**src/rtl/ram256_arbiter_if.sv**
```systemverilog
// Purpose: one requester's access bus into the RAM256 arbiter.
// Latency: gnt is combinational with req; rvalid/rdata follow a read grant by one cycle.
// Backpressure: the requester holds req and its payload stable until gnt is seen high.
interface ram256_arbiter_if #(
   parameter int WSIZE = 4
);
   logic                 req;
   logic [WSIZE-1:0]     we;
   logic [7:0]           addr;
   logic [WSIZE*8-1:0]   wdata;
   logic                 gnt;
   logic                 rvalid;
   logic [WSIZE*8-1:0]   rdata;

   // Requester side (CPU bus bridge, DMA).
   modport master (
      output req, we, addr, wdata,
      input  gnt, rvalid, rdata
   );

   // Arbiter side.
   modport slave (
      input  req, we, addr, wdata,
      output gnt, rvalid, rdata
   );
endinterface

```
**src/rtl/ram256_arbiter.sv**
```systemverilog
// Purpose: round-robin sharing of one RAM256 between requesters A and B, plus a full-array clear sequencer.
// Latency: grant and RAM strobe in the request cycle; read data and rvalid one cycle after the grant.
// Backpressure: a losing or blocked (CLEAR) request stays pending until granted; CLEAR runs 256 cycles.
module ram256_arbiter #(
   parameter int WSIZE          = 4,
   parameter bit CLEAR_ON_RESET = 1'b0
) (
   input  logic                 CLK,
   input  logic                 resetb,
   input  logic                 clr_start,
   output logic                 clr_busy,
   ram256_arbiter_if.slave      port_a,
   ram256_arbiter_if.slave      port_b,
   output logic                 ram_en,
   output logic [WSIZE-1:0]     ram_we,
   output logic [7:0]           ram_a,
   output logic [WSIZE*8-1:0]   ram_di,
   input  logic [WSIZE*8-1:0]   ram_do
);

   localparam logic [0:0] ST_ARB   = 1'b0;
   localparam logic [0:0] ST_CLEAR = 1'b1;
   localparam logic [0:0] ST_RESET = CLEAR_ON_RESET ? ST_CLEAR : ST_ARB;

   logic [0:0] state;
   logic [7:0] clr_cnt;
   logic       last_b;
   logic       rvalid_a_q;
   logic       rvalid_b_q;

   logic       in_arb;
   logic       in_clear;
   logic       gnt_a;
   logic       gnt_b;
   logic       rd_a;
   logic       rd_b;
   logic       clr_last;

   // gnt/ram_en are qualified with resetb so nothing reaches the RAM while reset is held,
   // even when the reset state is CLEAR.
   assign in_arb   = resetb && (state == ST_ARB);
   assign in_clear = resetb && (state == ST_CLEAR);
   assign clr_last = (clr_cnt == 8'hFF);

   // Round-robin: on a tie, the port that did not win last time gets the slot.
   always_comb begin
      gnt_a = 1'b0;
      gnt_b = 1'b0;
      if (in_arb) begin
         if (port_a.req && port_b.req) begin
            gnt_a = last_b;
            gnt_b = !last_b;
         end else begin
            gnt_a = port_a.req;
            gnt_b = port_b.req;
         end
      end
   end

   assign rd_a = gnt_a && (port_a.we == '0);
   assign rd_b = gnt_b && (port_b.we == '0);

   // RAM strobe mux: clear sequencer, then granted requester, else idle.
   always_comb begin
      ram_en = 1'b0;
      ram_we = '0;
      ram_a  = 8'h00;
      ram_di = '0;
      if (in_clear) begin
         ram_en = 1'b1;
         ram_we = '1;
         ram_a  = clr_cnt;
         ram_di = '0;
      end else if (gnt_a) begin
         ram_en = 1'b1;
         ram_we = port_a.we;
         ram_a  = port_a.addr;
         ram_di = port_a.wdata;
      end else if (gnt_b) begin
         ram_en = 1'b1;
         ram_we = port_b.we;
         ram_a  = port_b.addr;
         ram_di = port_b.wdata;
      end
   end

   // Mode FSM: clr_start is only honoured in ARB; CLEAR exits after address 255 is written.
   always_ff @(posedge CLK or negedge resetb) begin
      if (!resetb) begin
         state <= ST_RESET;
      end else begin
         case (state)
            ST_ARB:   if (clr_start) state <= ST_CLEAR;
            ST_CLEAR: if (clr_last)  state <= ST_ARB;
            default:  state <= ST_ARB;
         endcase
      end
   end

   // Clear address counter; the 8-bit wrap returns it to 0 on the way back to ARB.
   always_ff @(posedge CLK or negedge resetb) begin
      if (!resetb) begin
         clr_cnt <= 8'h00;
      end else if (state == ST_CLEAR) begin
         clr_cnt <= clr_cnt + 8'h01;
      end
   end

   // Remember who won last; reset to B so that A takes the first tie.
   always_ff @(posedge CLK or negedge resetb) begin
      if (!resetb) begin
         last_b <= 1'b1;
      end else if (gnt_a) begin
         last_b <= 1'b0;
      end else if (gnt_b) begin
         last_b <= 1'b1;
      end
   end

   // Read strobes line up with the RAM's registered output one cycle after the grant.
   always_ff @(posedge CLK or negedge resetb) begin
      if (!resetb) begin
         rvalid_a_q <= 1'b0;
         rvalid_b_q <= 1'b0;
      end else begin
         rvalid_a_q <= rd_a;
         rvalid_b_q <= rd_b;
      end
   end

   assign clr_busy      = (state == ST_CLEAR);
   assign port_a.gnt    = gnt_a;
   assign port_b.gnt    = gnt_b;
   assign port_a.rvalid = rvalid_a_q;
   assign port_b.rvalid = rvalid_b_q;
   // Both read buses see the RAM output directly; the rvalid strobes say whose data it is.
   assign port_a.rdata  = ram_do;
   assign port_b.rdata  = ram_do;

endmodule

```
**src/flat_wrapper.sv**
```systemverilog
// flat-port wrapper written by rule: the top's interface ports become plain ports
module ram256_arbiter_flat 
#(
   parameter int WSIZE          = 4,
   parameter bit CLEAR_ON_RESET = 1'b0
)
  (CLK, resetb, clr_start, clr_busy, ram_en, ram_we, ram_a, ram_di, ram_do, port_a_req, port_a_we, port_a_addr, port_a_wdata, port_a_gnt, port_a_rvalid, port_a_rdata, port_b_req, port_b_we, port_b_addr, port_b_wdata, port_b_gnt, port_b_rvalid, port_b_rdata);
  ram256_arbiter_if #(.WSIZE(WSIZE)) port_a_i ();
  ram256_arbiter_if #(.WSIZE(WSIZE)) port_b_i ();
  input  logic CLK;
  input  logic resetb;
  input  logic clr_start;
  output logic clr_busy;
  output logic ram_en;
  output logic [WSIZE-1:0] ram_we;
  output logic [7:0] ram_a;
  output logic [WSIZE*8-1:0] ram_di;
  input  logic [WSIZE*8-1:0] ram_do;
  input wire logic [$bits(port_a_i.req)-1:0] port_a_req;
  input wire logic [$bits(port_a_i.we)-1:0] port_a_we;
  input wire logic [$bits(port_a_i.addr)-1:0] port_a_addr;
  input wire logic [$bits(port_a_i.wdata)-1:0] port_a_wdata;
  output wire logic [$bits(port_a_i.gnt)-1:0] port_a_gnt;
  output wire logic [$bits(port_a_i.rvalid)-1:0] port_a_rvalid;
  output wire logic [$bits(port_a_i.rdata)-1:0] port_a_rdata;
  input wire logic [$bits(port_b_i.req)-1:0] port_b_req;
  input wire logic [$bits(port_b_i.we)-1:0] port_b_we;
  input wire logic [$bits(port_b_i.addr)-1:0] port_b_addr;
  input wire logic [$bits(port_b_i.wdata)-1:0] port_b_wdata;
  output wire logic [$bits(port_b_i.gnt)-1:0] port_b_gnt;
  output wire logic [$bits(port_b_i.rvalid)-1:0] port_b_rvalid;
  output wire logic [$bits(port_b_i.rdata)-1:0] port_b_rdata;
  assign port_a_i.req = port_a_req;
  assign port_a_i.we = port_a_we;
  assign port_a_i.addr = port_a_addr;
  assign port_a_i.wdata = port_a_wdata;
  assign port_a_gnt = port_a_i.gnt;
  assign port_a_rvalid = port_a_i.rvalid;
  assign port_a_rdata = port_a_i.rdata;
  assign port_b_i.req = port_b_req;
  assign port_b_i.we = port_b_we;
  assign port_b_i.addr = port_b_addr;
  assign port_b_i.wdata = port_b_wdata;
  assign port_b_gnt = port_b_i.gnt;
  assign port_b_rvalid = port_b_i.rvalid;
  assign port_b_rdata = port_b_i.rdata;
  ram256_arbiter #(.WSIZE(WSIZE), .CLEAR_ON_RESET(CLEAR_ON_RESET)) u_core (.CLK(CLK), .resetb(resetb), .clr_start(clr_start), .clr_busy(clr_busy), .port_a(port_a_i), .port_b(port_b_i), .ram_en(ram_en), .ram_we(ram_we), .ram_a(ram_a), .ram_di(ram_di), .ram_do(ram_do));
endmodule
```
**config.mk**
```make
export PLATFORM = sky130hd
export DESIGN_NAME = ram256_arbiter_flat
export DESIGN_NICKNAME = d
export VERILOG_FILES = /design/src/rtl/ram256_arbiter_if.sv /design/src/rtl/ram256_arbiter.sv /design/src/flat_wrapper.sv
export SDC_FILE = /design/constraint.sdc
export NUM_CORES = 1
export LEC_CHECK = 0
export BUFFER_PORTS_ARGS = -buffer_cell sky130_fd_sc_hd__buf_2
export CORE_AREA = 2 2 92 94
export CTS_BUF_LIST = sky130_fd_sc_hd__clkbuf_2 sky130_fd_sc_hd__clkbuf_4 sky130_fd_sc_hd__clkbuf_8
export CTS_CLUSTER_SIZE = 25
export DETAILED_ROUTE_END_ITERATION = 10
export DIE_AREA = 0 0 94 96
export GPL_TIMING_DRIVEN = 0
export PLACE_DENSITY = 0.57
export SLEW_MARGIN = 0
export SYNTH_ARGS = -nofsm -noshare
export SYNTH_HDL_FRONTEND = slang
export SYNTH_SLANG_ARGS = --single-unit
```
**constraint.sdc**
```tcl
create_clock -name CLK -period 4.8 [get_ports CLK]
set_input_delay 0.96 -clock CLK [delete_from_list [all_inputs] [get_ports CLK]]
set_output_delay 0.96 -clock CLK [all_outputs]
set_load 0.03 [all_outputs]
```
## Word level (Yosys, flattened, before mapping)

Cells that the tools add are included.
W data, S select, Z words.

- Reductions and logical operators: 9
- Bitwise logic cells: 1
- Equal/unequal tests: 1
- Add/sub/neg operators: 1
- Muxes and demuxes: 21

Operators by type and width:

| kind | count |
|---|---|
| $mux W32 | 3 |
| $mux W8 | 3 |
| $mux W4 | 3 |
| $mux W1 | 11 |
| $add A8 B1 Y8 const B | 1 |
| $eq A8 B8 Y1 const B | 1 |
| $logic_not A4 Y1 | 2 |
| $logic_and A1 B1 Y1 | 5 |
| $pmux W1 S2 | 1 |
| $reduce_bool A2 Y1 | 1 |
| $logic_not A1 Y1 | 1 |
| $not A1 Y1 | 1 |

- Logic and storage cells: 38
- Input bits: 125
- Flip-flop bits (word level): 12

## Longest topological paths before layout

- Word-level depth: 6
- Gate-level depth with buffers: 6

## Least setup slack after synthesis

Ideal clock, no wire load.

- Kind: input port to output port
- Start point: input port port_a_req
- End point: output port ram_di[23]
- Path buffers: 2
- Cell stages on the path: 5
- Arrival: 2.046 ns
- Setup slack: 1.794 ns
- Path through: buf_2 inv_1 nor3_4 buf_6 a22o_1

RTL lines:

| element | line | RTL |
|---|---|---|
| from (decl) | flat_wrapper.sv:19 | `input wire logic [$bits(port_a_i.req)-1:0] port_a_req;` |
| $logic_and A1 B1 Y1 | ram256_arbiter.sv:50 | `if (port_a.req && port_b.req) begin` |
| $mux W1 * | ram256_arbiter.sv:50 |  |
| $mux W1 * | ram256_arbiter.sv:49 | `if (in_arb) begin` |
| named net port_a_gnt | flat_wrapper.sv:23 | `output wire logic [$bits(port_a_i.gnt)-1:0] port_a_gnt;` |
| $mux W32 * | ram256_arbiter.sv:74 | `end else if (gnt_a) begin` |
| $mux W32 * | ram256_arbiter.sv:69 | `if (in_clear) begin` |
| to (decl) | flat_wrapper.sv:17 | `output logic [WSIZE*8-1:0] ram_di;` |

Mark *: on every way through the listed nets, which the timed path passes. The rest lies on a longest branch.

## Worst setup path in the final report

- Start point: input port resetb
- End point: output port ram_di[4]

- Cells in the longest elaborated chain, start to end: 5

RTL lines:

| element | line | RTL |
|---|---|---|
| from (decl) | flat_wrapper.sv:11 | `input logic resetb;` |
| $logic_and A1 B1 Y1 | ram256_arbiter.sv:41 | `assign in_arb = resetb && (state == ST_ARB);` |
| $mux W1 | ram256_arbiter.sv:49 |  |
| $mux W32 | ram256_arbiter.sv:79 | `end else if (gnt_b) begin` |
| $mux W32 | ram256_arbiter.sv:74 |  |
| $mux W32 * | ram256_arbiter.sv:69 |  |

Mark *: on every way between the ends. The rest lies on a longest branch, timed or not.

==> results.toml <==
[global_route]
grt_pass1_vias = 1764
antenna_found_initial = 0
grt_first_pass_wirelength_um = 8350
grtUsageTotal = 0.115
grt_max_degree = 17
gr-total-overflow = 0

[clock_network]
cts.repair.resized = 0
clockBufferDepth = 2
cts-root-buf = "clkbuf_8"
cts_buffers = 3
cts_setup_buffers = 0
path_clk_slew_ns = 0.05
cts_tree = "yes"
htreeDepth = 1
worst_skew_pair.late_latency_ns = 0.24
hold_buffers = 0
clock_sinks = 12

[synthesis]
synth-seq-area-share = 0.183
synth.top_cell.area_share = 0.297
ys_warn_count = 0
avgSynthCellArea_um2 = 8.80
ys_ff_latch = 12
synthDistinctLibCells = 32
synth_area_leaders = "buf_4 (30%), a22o_1 (17%), dfrtp_1 (17%), a221o_1 (4.9%), buf_6 (4.1%)"
synth_cells = 187
yosysTopAreaCell = "buf_4"
syn_area_mm2 = 0.00165
synth_nets = 313

[floorplan]
rows = 33
core_mm2 = 0.00805
ios = 239
fp.dieW_um = 94
start_util = 0.204
die_y_um = 96
die_area_mm2 = 0.00902

[pwr]
seqPwrFrac = 0.292
vdd_ir_drop_max_mv = 0.175
combPwrFrac = 0.535
leakage_nw = 1.73
power_density_mw_per_mm2 = 202
power.switching_mw = 0.239
p_clk_frac = 0.173
switching_share = 0.415
power.internal_mw = 0.337

[setup_path]
crit_fanout = 16
cp.required_ns = 3.84
crit_path_frequent_cell = "buf_2"
r2r-start = "u_core.last_b"
crit_path_start_kind = "input pin"
crit_type = "input pin to primary output"
max_stage_delay_ns = 0.31
path_cells = "buf_2 -> and2b_4 -> and3_4 -> buf_6 -> buf_2 -> a22o_1 -> buf_2"
end_kind = "primary output"
crit_arrival_ns = 2.40
crit_start = "resetb"
slowest_stage = "buf_2"

[placed_design]
dp_hpwl_um = 5420
dp_slack_ns = 1.36
io_buffers = 205
dp.cells = 497
gp_congestion = 0.777

[detailed_routing]
drt_pre_antenna_iters = 4
num_vias = 2079
drc = 0
post_drt_wl_per_cell_um = 12.3
totalWireLength_um = 6190
antenna_left = 0
drtIter0Drc = 16
routed_via_density = 4.15

[final_layout]
nets = 523
multi_input_area_um2 = 753
ff_latch_area_um2 = 302
final_common_cell = "buf_2"
instances_no_fill = 501
area.growth.synth_to_final_pct = 73.3
fillers = 866
drive_above_1_share = 0.732
layout_common_cells = "buf_2 (209), buf_4 (65), a22o_1 (32)"
antennaDiodeCount = 0

[sta]
postLayoutSetupSlackWorst_ns = 1.44
skew_ns = 0.00523
fin_tns_setup_ns = 0
fmax_mhz = 298
max_slew_margin = 0.662
fin_crit_sh = 0.699
whs_ns = 0.505
finalHoldViolations = 0
rsz0062_at_grt = "false"
setup_viol = 0
slew_viol_final = 0
period_needed_ns = 3.36
tightest_slew_ns = 0.502

[min_path]
min_path_type = "register to register"
hold_path_startpoint = "u_core.clr_cnt[7]"

[outcome]
status = "finished clean"

[job]
cap_violations = 0
power by group through the flow:
stage	Sequential (mW)	Combinational, mW	Clock (mW)
2_1_floorplan	0.160	0.219	0
3_3_place_gp	0.169	0.309	0
3_5_place_dp	0.170	0.311	0
4_1_cts	0.168	0.313	0.102
5_1_grt	0.174	0.332	0.108
6_report	0.168	0.309	0.0997
metal layers:
metal  wire [um]  share of wire  GRT usage  vias up
met1        2330           0.38      0.138      922
met3         574          0.093     0.0219        0
met2        3290           0.53      0.219      113
met4           0              0     0.0157        0
met5           0              0          0        -
li1            -              -          -     1044
layout make-up:
| class | instances | share of cell area |
|---|---|---|
| inverter | 2 | 0.00263 |
| buffer | 77 | 0.204 |
| multi-input combinational | 96 | 0.264 |
| clock buffer | 4 | 0.0171 |
| tap | 105 | 0.0461 |
| sequential | 12 | 0.106 |
| timing repair buffer | 205 | 0.360 |
synthesized netlist by cell type:
cell	instances
a21boi_0	1
a21oi_1	4
a221o_1	8
a22o_1	32
a31oi_1	3
a41oi_1	3
and2_1	3
and2b_1	1
and2b_4	1
and3_1	8
and3_4	1
buf_2	4
buf_4	65
buf_6	6
clkbuf_1	2
dfrtp_1	11
dfstp_2	1
ha_1	1
inv_1	2
mux2_2	1
nand2_1	4
nand2b_1	1
nand2b_4	1
nand3_1	3
nand4_1	2
nor2_1	3
nor3_1	1
nor3_4	1
nor4_1	2
o31ai_1	4
xnor2_1	3
xor2_1	4
logic make-up after synthesis:
group,Yosys count,synth area share
AO/OA/AOI/OAI,55,0.281
XOR/XNOR,7,0.0373
adder cells (fa/ha/maj),1,0.00760
buffers and inverters,79,0.359
flip-flops,12,0.183
multiplexers,1,0.00684
AND/OR/NAND/NOR,32,0.125
flip-flops by register name (all words and copies together), names as in the netlist:
signal and count:
u_core.clr_busy 1, u_core.last_b 1, u_core.port_b.rvalid 1, u_core.port_a.rvalid 1
u_core.clr_cnt 8
worst max-delay path, delay by kind of cell:
family | cells | cell delay, ns
buffers and inverters | 4 | 0.83
AOI/OAI and AO/OA | 1 | 0.16
and+or+nand+nor | 2 | 0.43
per-stage QoR:
stage               cell area, um^2  power [mW]   util
floorplan                      1650       0.379      -
global placement               2800       0.478  0.348
detailed placement             2800       0.481  0.348
CTS                            2850       0.583  0.354
global route                   2850       0.614  0.354
finish                         2850       0.577  0.354
path summary, 6_finish.rpt:
path                                   endpoint  slack [ns]  cells past startpoint
setup / recovery                      ram_di[4]        1.44                      7
hold / removal                u_core.clr_cnt[7]        0.50                      1
setup reg to reg           u_core.port_a.rvalid        3.25                      4
hold reg to reg               u_core.clr_cnt[7]        0.50                      1
max in group asynchronous         u_core.last_b        3.86                      1
min in group asynchronous     u_core.clr_cnt[0]        0.62                      1
(Power assumes the default switching activity.)
